===== src/rtl/cache_mem_arbiter.sv =====
// cache_mem_arbiter: shares the single RAM port between icache and dcache.
// Define ARB_STATS_EN to add icnt/dcnt/ecnt completion and error counters.
module cache_mem_arbiter #(
  parameter int LOCK_MAX = 16
`ifdef ARB_STATS_EN
  , parameter int CNT_W = 16
`endif
) (
  input  logic        CLK,
  input  logic        RST,
  input  logic        iREN,
  input  logic [31:0] iaddr,
  output logic        iwait,
  output logic [31:0] iload,
  input  logic        dREN,
  input  logic        dWEN,
  input  logic [31:0] daddr,
  input  logic [31:0] dstore,
  output logic        dwait,
  output logic [31:0] dload,
  output logic        ramREN,
  output logic        ramWEN,
  output logic [31:0] ramaddr,
  output logic [31:0] ramstore,
  input  logic [31:0] ramload,
  input  logic [1:0]  ramstate
`ifdef ARB_STATS_EN
  , output logic [CNT_W-1:0] icnt,
  output logic [CNT_W-1:0] dcnt,
  output logic [CNT_W-1:0] ecnt
`endif
);

  localparam int HW = $clog2(LOCK_MAX + 1);

  typedef enum logic [1:0] {
    IDLE,
    IGNT,
    DGNT
  } state_t;

  state_t        state;
  logic          last_d;
  logic [HW-1:0] hold_cnt;

  logic ireq, dreq, acc;
  logic ion, don, icomp, dcomp;

  assign ireq  = iREN;
  assign dreq  = dREN | dWEN;
  assign acc   = (ramstate == 2'd2);
  // Reset gates the grant so the RAM enables fall in the reset cycle.
  assign ion   = (state == IGNT) && !RST;
  assign don   = (state == DGNT) && !RST;
  assign icomp = ion && ireq && acc;
  assign dcomp = don && dreq && acc;

  assign iwait = ~icomp;
  assign dwait = ~dcomp;
  assign iload = ramload;
  assign dload = ramload;

  always_comb begin
    ramREN   = 1'b0;
    ramWEN   = 1'b0;
    ramaddr  = '0;
    ramstore = '0;
    if (don) begin
      ramREN   = dREN & ~dWEN;
      ramWEN   = dWEN;
      ramaddr  = daddr;
      ramstore = dstore;
    end else if (ion) begin
      ramREN  = iREN;
      ramaddr = iaddr;
    end
  end

  always_ff @(posedge CLK) begin
    if (RST) begin
      state    <= IDLE;
      last_d   <= 1'b0;
      hold_cnt <= '0;
    end else begin
      unique case (state)
        IDLE: begin
          hold_cnt <= '0;
          if (dreq && (!ireq || !last_d)) state <= DGNT;
          else if (ireq) state <= IGNT;
        end
        DGNT: begin
          if (!ireq) hold_cnt <= '0;
          else if (hold_cnt < HW'(LOCK_MAX)) hold_cnt <= hold_cnt + 1'b1;
          // Burst lock: stay granted between words unless icache timed out.
          if (!dreq) state <= IDLE;
          else if (acc) begin
            last_d <= 1'b1;
            if (ireq && hold_cnt >= HW'(LOCK_MAX - 1)) state <= IGNT;
          end
        end
        IGNT: begin
          hold_cnt <= '0;
          if (!ireq) state <= IDLE;
          else if (acc) begin
            last_d <= 1'b0;
            state  <= dreq ? DGNT : IDLE;
          end
        end
        default: state <= IDLE;
      endcase
    end
  end

`ifdef ARB_STATS_EN
  logic err;
  assign err = ((ion && ireq) || (don && dreq)) && (ramstate == 2'd3);

  always_ff @(posedge CLK) begin
    if (RST) begin
      icnt <= '0;
      dcnt <= '0;
      ecnt <= '0;
    end else begin
      if (icomp && !(&icnt)) icnt <= icnt + 1'b1;
      if (dcomp && !(&dcnt)) dcnt <= dcnt + 1'b1;
      if (err && !(&ecnt)) ecnt <= ecnt + 1'b1;
    end
  end
`endif

endmodule


===== config.mk =====
export PLATFORM = sky130hd
export DESIGN_NAME = cache_mem_arbiter
export DESIGN_NICKNAME = d
export VERILOG_FILES = /design/src/rtl/cache_mem_arbiter.sv
export SDC_FILE = /design/constraint.sdc
export NUM_CORES = 1
export LEC_CHECK = 0
export CORE_AREA = 2 2 104 106
export DETAILED_ROUTE_END_ITERATION = 8
export DIE_AREA = 0 0 106 108
export DONT_BUFFER_PORTS = 1
export PLACE_DENSITY_LB_ADDON = 0.2
export SETUP_SLACK_MARGIN = 0.3
export SKIP_CTS_REPAIR_TIMING = 1
export SLEW_MARGIN = 30
export SYNTH_ARGS = -nofsm -noshare
export SYNTH_HDL_FRONTEND = slang
export SYNTH_SLANG_ARGS = --single-unit

===== constraint.sdc =====
create_clock -name CLK -period 4.8 [get_ports CLK]
set_clock_uncertainty 0.1 [all_clocks]
set_input_delay 0.48 -clock CLK [delete_from_list [all_inputs] [get_ports CLK]]
set_output_delay 0.48 -clock CLK [all_outputs]
set_load 0.02 [all_outputs]

==> results.txt, run 1 <==
Status: completed
DRT Pass-1 Iters: 4
Vias per inst: 4.19
CP startpoint kind: flop
TritonCTS Buffers: 3
Power Total: 304 uW
# DRC: 0
Clk buf depth: 2
Max cap viols: 0
Nets: 276
DR vias: 1153
Worst skew pair latency: 0.23 ns
Synth area leader: buf_4
CTS tree: done
IO Port Bufs: 0
Yosys cell types: 32
Hold Crit Class: in -> reg
DP HPWL: 5.31 mm
Die ar.: 0.0114 mm^2
Post-DR wirelength/cell: 22.0 um
Total core area: 0.0102 mm^2
I/O Pins: 267
Final setup TNS: 0 ns
Asr flop ratio synth: 0%
RSZ-0062 raised after global routing: false
Peak Freq: 383 MHz
Worst VDD drop: 0.112 mV
Initial drt markers: 45
Starting Density: 15.2%
CTS sink cnt: 8
Antenna violations before repair: 2
Non-Filler Instances: 275
Syn_nets: 346
Die Wd: 106 um
Top FF cell, synth: dfxtp_1
Fin. Hold Viols: 0
Hold slack: 0.213 ns
Root Driver: clkbuf_8
Cell Area, Synth: 0.00156 mm^2
Layout cells sized above 1: 5.11%
Worst-Margin Slew: 0.651 ns
Setup-failing EPs final: 0
Register area share after synthesis: 10.3%
Post-Place Cells: 270
Setup ws final: 2.19 ns
Post-synth EDFFs: 0
Avg Cell Area, Syn: 7.45 um^2
Final GP Congestion: 0.766
Final slew viol count: 0
Layout area overhead: -21.0%
Most frequent cell after synthesis: buf_4
P per Cell Area: 247 mW/mm^2
Worst Path Required: 4.22 ns
Tcrit/Tclk final: 54.4%
Crit-path max FO: 66
Vias in the first global route: 1077
GRT overflow: 0
Final ANT Viol Nets: 0
Drt total wl: 6.06 mm
Commonest cells in the synthesized netlist: buf_4 (64), and2_1 (33), a22o_1 (32)
Clock slew at reported path FFs: 0.05 ns
Synth warn: 0
Leak Pwr: 0.000419 uW
Post-synthesis register bit count: 8
Max_slew headroom: 56.6%
Pre-CTS setup slack: 2.39 ns
H-tree depth: 1
Critical Path Sink Type: primary output
Synth area leaders: buf_4 (31%), a22o_1 (18%), and2_1 (13%)
Gr usage total: 8.92%
Crit Path Category: reg -> out
Largest net degree at the start of global routing: 67
Crit path DAT: 2.03 ns
Die Y: 108 um
Synth top area share: 30.9%
Min Tclk post-route: 2.61 ns
Wire length of the first global-routing pass: 7.42 mm
FP Rows: 37
Post-Synthesis Cells: 209
cell type report:
| type | instances | area, um^2 |
|---|---|---|
| Multi-Input combinational cell | 124 | 842 |
| Fill cell | 1188 | 9000 |
| Sequential cell | 8 | 160 |
| Antenna cell | 2 | 5.00 |
| Clock buffer | 3 | 41.3 |
| Tap cell | 136 | 170 |
| Inverter | 1 | 3.75 |
| Timing Repair Buffer | 1 | 7.51 |
cells by family (layout without fill, tap and decap cells):
logic type,count (synthesis),count (layout),share of synthesized area (%)
other,0,2,0
buffers and inverters,77,5,35.8
AO/OA/AOI/OAI,50,50,24.9
AND/OR/NAND/NOR,70,70,26.0
multiplexers,2,2,1.37
adder cells (fa/ha/maj),2,2,1.61
flip-flops,8,8,10.3
registers in the layout, indices dropped and copies added (netlist names):
signal / cells
hold_cnt: 5
state: 2
last_d: 1
critical path: stages (launching register included):
cell and delay, ns:
dfxtp_1 0.41, and2b_1 0.27, and2b_4 0.56, a22o_1 0.51
layer usage:
layer,up-vias,track usage (%),share of wire (%)
met2,106,15.8,51
met1,523,10.2,37
met3,6,3.92,12
li1,518,-,-
met5,-,0,0
met4,0,1.22,0.41
worst paths after layout:
check / startpoint / end / slack, ns / cells past startpoint
setup / recovery: state[0] / ramaddr[1] / 2.19 / 3
hold / removal: RST / state[1] / 0.21 / 1
setup reg to reg: state[0] / last_d / 2.86 / 4
hold reg to reg: last_d / last_d / 0.39 / 2
placed cells by master, fill, tap and decap left out:
cell,netlist,routed
a211oi_1,1,1
a21boi_0,1,1
a21o_1,2,2
a21oi_1,7,7
a22o_1,32,32
a22oi_1,1,1
a31oi_1,1,1
and2_1,33,33
and2b_1,1,1
and2b_4,1,1
and3_1,1,1
buf_4,64,1
clkbuf_8,0,3
dfxtp_1,8,8
diode_2,0,2
ha_1,2,2
inv_1,1,1
mux2_2,1,1
mux2i_1,1,1
nand2_1,4,4
nand2b_1,5,5
nand3_1,2,2
nand3b_1,3,3
nand4_1,1,1
nand4b_1,1,1
nor2_1,12,11
nor2_2,0,1
nor2b_1,2,2
nor3_1,3,3
nor4b_1,1,1
o21ai_0,2,2
o21ai_1,2,2
o22a_1,1,1
through the flow:
| step | cell area (um^2) | utilization (%) |
|---|---|---|
| 2_1_floorplan | 1560 | - |
| 3_3_place_gp | 1180 | 11.6 |
| 3_5_place_dp | 1180 | 11.6 |
| 4_1_cts | 1220 | 12.0 |
| 5_1_grt | 1230 | 12.0 |
| 6_report | 1230 | 12.0 |
report_power, final:
part / internal [uW] / total [uW] / leakage (uW) / switching (uW)
Combinational: 40.7 / 143 / 0.000333 / 103
Sequential: 70.1 / 76.4 / 0.0000650 / 6.32
Clock: 54.7 / 84.4 / 0.0000216 / 29.7
No activity file was read; power rests on OpenSTA's default activity.
==> inputs of run 2 (changes only) <==
clock period = 2.5 ns   (was 4.8 ns; I/O delays follow)
==> run 2 against run 1 <==
Net effect:
- sequential cell count unchanged
- core utilization up 0.54 points
- sequential power up 92%
- critical endpoint is now ramstore[28]
- final area up 4.5%
- first-iteration DRC count up 6.7%
- critical path type unchanged
==> results.txt, run 2 (same netlist as run 1, synthesis figures left out) <==
P per Cell Area: 477 mW/mm^2 (was 247 mW/mm^2)
Power Total: 612 uW (was 304 uW)
Wire length of the first global-routing pass: 7.58 mm (was 7.42 mm)
Largest register FFs: 5 (unchanged)
Most flop-heavy register: hold_cnt (unchanged)
Fin. Hold Viols: 0 (unchanged)
Clock slew at reported path FFs: 0.05 ns (about the same)
DR vias: 1208 (was 1153)
Setup-failing EPs final: 0 (unchanged)
Vias in the first global route: 1035 (was 1077)
Worst-Margin Slew: 0.513 ns (was 0.651 ns)
Worst skew pair latency: 0.24 ns (was 0.23 ns)
Starting Density: 15.2% (unchanged)
Antenna violations before repair: 3 (was 2)
Hold Crit Class: in -> reg (unchanged)
Clk buf depth: 2 (unchanged)
Initial drt markers: 48 (was 45)
Fin util: 12.6% (was 12.0%)
Layout cells sized above 1: 10.7% (was 5.11%)
Max_slew headroom: 65.9% (was 56.6%)
Crit path DAT: 1.72 ns (was 2.03 ns)
H-tree depth: 1 (unchanged)
Die Y: 108 um (unchanged)
GRT overflow: 0 (unchanged)
Post-Place Cells: 270 (unchanged)
Die ar.: 0.0114 mm^2 (unchanged)
Fill cells: 1177 (was 1188)
Most common cell after layout, fill and taps aside: and2_1 (unchanged)
Slowest CP cell: dfxtp_1 (was and2b_4)
Final slew viol count: 0 (unchanged)
FP Rows: 37 (unchanged)
I/O Pins: 267 (unchanged)
CTS tree: done (unchanged)
Worst stage delay on the critical path: 0.45 ns (was 0.56 ns)
Crit Path Category: reg -> out (unchanged)
Final setup TNS: 0 ns (unchanged)
Crit-path max FO: 17 (was 66)
Die Wd: 106 um (unchanged)
Drt total wl: 6.74 mm (was 6.06 mm)
Worst VDD drop: 0.154 mV (was 0.112 mV)
Total core area: 0.0102 mm^2 (unchanged)
Cell Chain, Critical Path: and2b_1, and2b_4, and2_1 (was and2b_1, and2b_4, a22o_1)
DP HPWL: 5.38 mm (was 5.31 mm)
RSZ-0062 raised after global routing: false (unchanged)
Crit path buffers/inverters: 0 (unchanged)
Placed Area: 0.00120 mm^2 (was 0.00118 mm^2)
Layout area overhead: -17.4% (was -21.0%)
Commonest non-fill, non-tap cells in the layout: and2_1 (33), a22o_1 (27), nor2_1 (11), a21oi_1 (7), dfxtp_1 (7) (was and2_1 (33), a22o_1 (32), nor2_1 (11), dfxtp_1 (8), a21oi_1 (7))
CTS sink cnt: 8 (unchanged)
IO Port Bufs: 0 (unchanged)
Worst Path Required: 2.15 ns (was 4.22 ns)
Max cap viols: 0 (unchanged)
Nets: 279 (was 276)
Min Tclk post-route: 2.07 ns
Largest net degree at the start of global routing: 67 (unchanged)
Tcrit/Tclk final: 83.0%
Non-Filler Instances: 278 (was 275)
Critical Path Sink Type: primary output (unchanged)
Post-DR wirelength/cell: 24.2 um (was 22.0 um)
Leak Pwr: 0.000439 uW (was 0.000419 uW)
Peak Freq: 482 MHz
Final GP Congestion: 0.738 (was 0.766)
CP delay by family, top: simple AND/OR/NAND/NOR gates (unchanged)
Final ANT Viol Nets: 0 (unchanged)
CP startpoint kind: flop (unchanged)
# DRC: 0 (unchanged)
Gr usage total: 9.18% (was 8.92%)
Root Driver: clkbuf_8 (unchanged)
Status: completed (unchanged)
Cell area after layout: 0.00128 mm^2 (was 0.00123 mm^2)
TritonCTS Buffers: 3 (unchanged)
Top Registers: hold_cnt x5, state x2, last_d x1 (unchanged)
DRT Pass-1 Iters: 4 (unchanged)
Vias per inst: 4.35 (was 4.19)
==> run 2: changes by cell type in the layout (fill, tap and decap cells not counted), sizes merged <==
cell and change:
and2b +2, dlygate4sd3 +1
==> run 2: path summary, 6_finish.rpt <==
path	from	endpoint	slack (ns)	cells past startpoint
hold / removal	RST	last_d	0.09	2
setup reg to reg	hold_cnt[0]	state[0]	0.73	7
hold reg to reg	last_d	last_d	0.40	2
setup / recovery	state[1]	ramstore[28]	0.43	3
==> run 2: per-stage QoR <==
step | setup WS (ns) | hold slack [ns]
after floorplan | 0.850 | 0.223
after global placement | 0.423 | 0.233
after detailed placement | 0.365 | 0.227
after CTS | 0.106 | -0.0297
after global routing | 0.315 | 0.107
final | 0.426 | 0.0937
==> run 2: layer usage <==
| layer | global-route usage [%] | share of wire (%) | vias to the layer above | wire, um |
|---|---|---|---|---|
| li1 | - | - | 524 | - |
| met1 | 10.1 | 36 | 555 | 2460 |
| met2 | 15.9 | 51 | 120 | 3420 |
| met3 | 4.76 | 12 | 7 | 803 |
| met4 | 1.79 | 0.62 | 2 | 42 |
| met5 | 0 | 0.19 | - | 13 |
==> run 2: power breakdown <==
part	total, uW	switching [uW]	internal (uW)
clock	170	64.6	106
sequential	147	12.1	135
combinational	295	207	88.1
total	612	284	329
==> run 2: layout make-up <==
class	instances	area, um^2	share of cell area, %
repair buffers	2	30.0	2.34
diodes	2	5.00	0.389
clock buffers	3	41.3	3.21
inverters	1	3.75	0.292
multi-input cells	126	873	68.0
flip-flops and latches	8	161	12.6
well taps	136	170	13.2
==> inputs of run 3 (changes only) <==
CORE_AREA = 2 2 103 105   (was 2 2 104 106)
DIE_AREA = 0 0 105 107   (was 0 0 106 108)
clock period = 1.8 ns   (was 2.5 ns; I/O delays follow)
==> run 3 against run 2 <==
Net effect:
- final area rose by 30%
- count of clock-buffer cells in the layout did not move
- first-iteration DRC count rose by 6.3%
- die area fell by 1.9%
- core utilization rose by 4.0 points
- sequential power rose by 32%
- register-to-register slack got worse by 0.62 ns
- critical path type unchanged
==> results.txt, run 3 (same netlist as run 1, synthesis figures left out) <==
Die ar.: 0.0112 mm^2 (was 0.0114 mm^2)
IO Port Bufs: 0 (unchanged)
Worst Path Required: 1.52 ns (was 2.15 ns)
Max cap viols: 0 (unchanged)
Hold slack: 0.0452 ns (was 0.0937 ns)
RSZ-0062 raised after global routing: true (was false)
Final ANT Viol Nets: 0 (unchanged)
Hold Crit Class: in -> reg (unchanged)
Crit Path Category: reg -> out (unchanged)
TritonCTS Buffers: 3 (unchanged)
Most flop-heavy register: hold_cnt (unchanged)
Clock power frac: 23.4% (was 27.8%)
Status: completed (unchanged)
Setup ws final: 0.0113 ns (was 0.426 ns)
Cell Chain, Critical Path: and2b_2, and2b_4, buf_12, a22o_4, buf_6 (was and2b_1, and2b_4, and2_1)
CTS tree: done (unchanged)
DRT Pass-1 Iters: 4 (unchanged)
CP delay by family, top: simple AND/OR/NAND/NOR gates (unchanged)
H-tree depth: 1 (unchanged)
Fin util: 16.5% (was 12.6%)
Crit-path max FO: 7 (was 17)
Commonest non-fill, non-tap cells in the layout: and2_2 (28), a22o_2 (25), nor2_1 (10), a22o_4 (7), buf_4 (7) (was and2_1 (33), a22o_1 (27), nor2_1 (11), a21oi_1 (7), dfxtp_1 (7))
Clk buf depth: 2 (unchanged)
Setup-failing EPs final: 0 (unchanged)
Final slew viol count: 0 (unchanged)
GRT overflow: 0 (unchanged)
Min Tclk post-route: 1.79 ns
Seq pwr share: 20.1% (was 24.0%)
Vias per inst: 4.43 (was 4.35)
Gr usage total: 9.16% (was 9.18%)
Fin. Hold Viols: 0 (unchanged)
Worst skew pair latency: 0.23 ns (was 0.24 ns)
Die Wd: 105 um (was 106 um)
Worst stage delay on the critical path: 0.32 ns (was 0.45 ns)
Pint: 562 uW (was 329 uW)
Peak Freq: 559 MHz
Crit path buffers/inverters: 2 (was 0)
Root Driver: clkbuf_8 (unchanged)
NetSw: 406 uW (was 284 uW)
Switching Share: 42.0% (was 46.3%)
Wire length of the first global-routing pass: 7.73 mm (was 7.58 mm)
I/O Pins: 267 (unchanged)
Layout area overhead: 7.07% (was -17.4%)
# DRC: 0 (unchanged)
Layout cells sized above 1: 65.4% (was 10.7%)
Slowest CP cell: dfxtp_2 (was dfxtp_1)
R2R Path Start: hold_cnt[0] (unchanged)
CTS sink cnt: 8 (unchanged)
FP Rows: 37 (unchanged)
Initial drt markers: 51 (was 48)
Most common cell after layout, fill and taps aside: and2_2 (was and2_1)
Clock slew at reported path FFs: 0.04 ns (was 0.05 ns)
Combinational Power Share: 56.5% (was 48.2%)
Worst VDD drop: 0.239 mV (was 0.154 mV)
Post-Place Cells: 279 (was 270)
Diode count: 0 (was 2)
Vias in the first global route: 1147 (was 1035)
Drt total wl: 6.33 mm (was 6.74 mm)
Total core area: 0.0101 mm^2 (was 0.0102 mm^2)
Largest net degree at the start of global routing: 42 (was 67)
Die Y: 107 um (was 108 um)
Crit path DAT: 1.51 ns (was 1.72 ns)
Post-DR wirelength/cell: 21.9 um (was 24.2 um)
Pre-CTS setup slack: 0.115 ns (was 0.365 ns)
P per Cell Area: 581 mW/mm^2 (was 477 mW/mm^2)
Non-Filler Instances: 289 (was 278)
Starting Density: 15.4% (was 15.2%)
Hold path startpoint: RST (unchanged)
Nets: 292 (was 279)
Power Total: 968 uW (was 612 uW)
Max_slew headroom: 76.4% (was 65.9%)
DP HPWL: 4.90 mm (was 5.38 mm)
DR vias: 1280 (was 1208)
Worst-Margin Slew: 0.352 ns (was 0.513 ns)
Leak Pwr: 0.000629 uW (was 0.000439 uW)
CP startpoint kind: flop (unchanged)
Antenna violations before repair: 0 (was 3)
Final GP Congestion: 0.766 (was 0.738)
Crit. Startpoint: state[0] (was state[1])
Tcrit/Tclk final: 99.4%
Top Registers: hold_cnt x5, state x2, last_d x1 (unchanged)
Largest register FFs: 5 (unchanged)
Critical Path Sink Type: primary output (unchanged)
-- run 3: worst register-to-register path: cells and delay by family, from the launching register on --
kind,cells,cell delay (ns)
simple gates,2,0.25
mux,1,0.30
fa+ha+maj,2,0.32
compound gates,2,0.25
flops,1,0.36
-- run 3: through the flow --
stage                     TNS, ns  instance area, um^2
final                           0                 1670
after global routing       -0.203                 1670
after CTS                   -3.30                 1350
after detailed placement        0                 1300
after global placement          0                 1300
after floorplan                 0                 1570
-- run 3: power by group through the flow --
stage / clock network (uW) / registers (uW) / logic [uW]
detailed placement: 0 / 202 / 429
finish: 226 / 194 / 547
global route: 240 / 196 / 577
floorplan: 0 / 199 / 564
global placement: 0 / 202 / 429
CTS: 233 / 199 / 430
-- run 3: cell type report --
class / instances / area, um^2
Clock buffer: 3 / 41.3
Fill cell: 1172 / 8430
Inverter: 1 / 3.75
Multi-Input combinational cell: 124 / 1060
Sequential cell: 8 / 173
Tap cell: 136 / 170
Timing Repair Buffer: 17 / 221
-- run 3: path summary, 6_finish.rpt --
check                to  slack (ns)  cells after the start
max          ramaddr[9]        0.01                      5
min              last_d        0.05                      2
max reg2reg    state[0]        0.11                      7
min reg2reg      last_d        0.42                      2
-- run 3: layer usage --
metal	vias to the layer above	track usage (%)	routed length, um
li1	551	-	-
met1	586	10.3	2340
met2	136	15.8	3220
met3	7	3.83	709
met4	0	2.67	61
met5	-	0	0
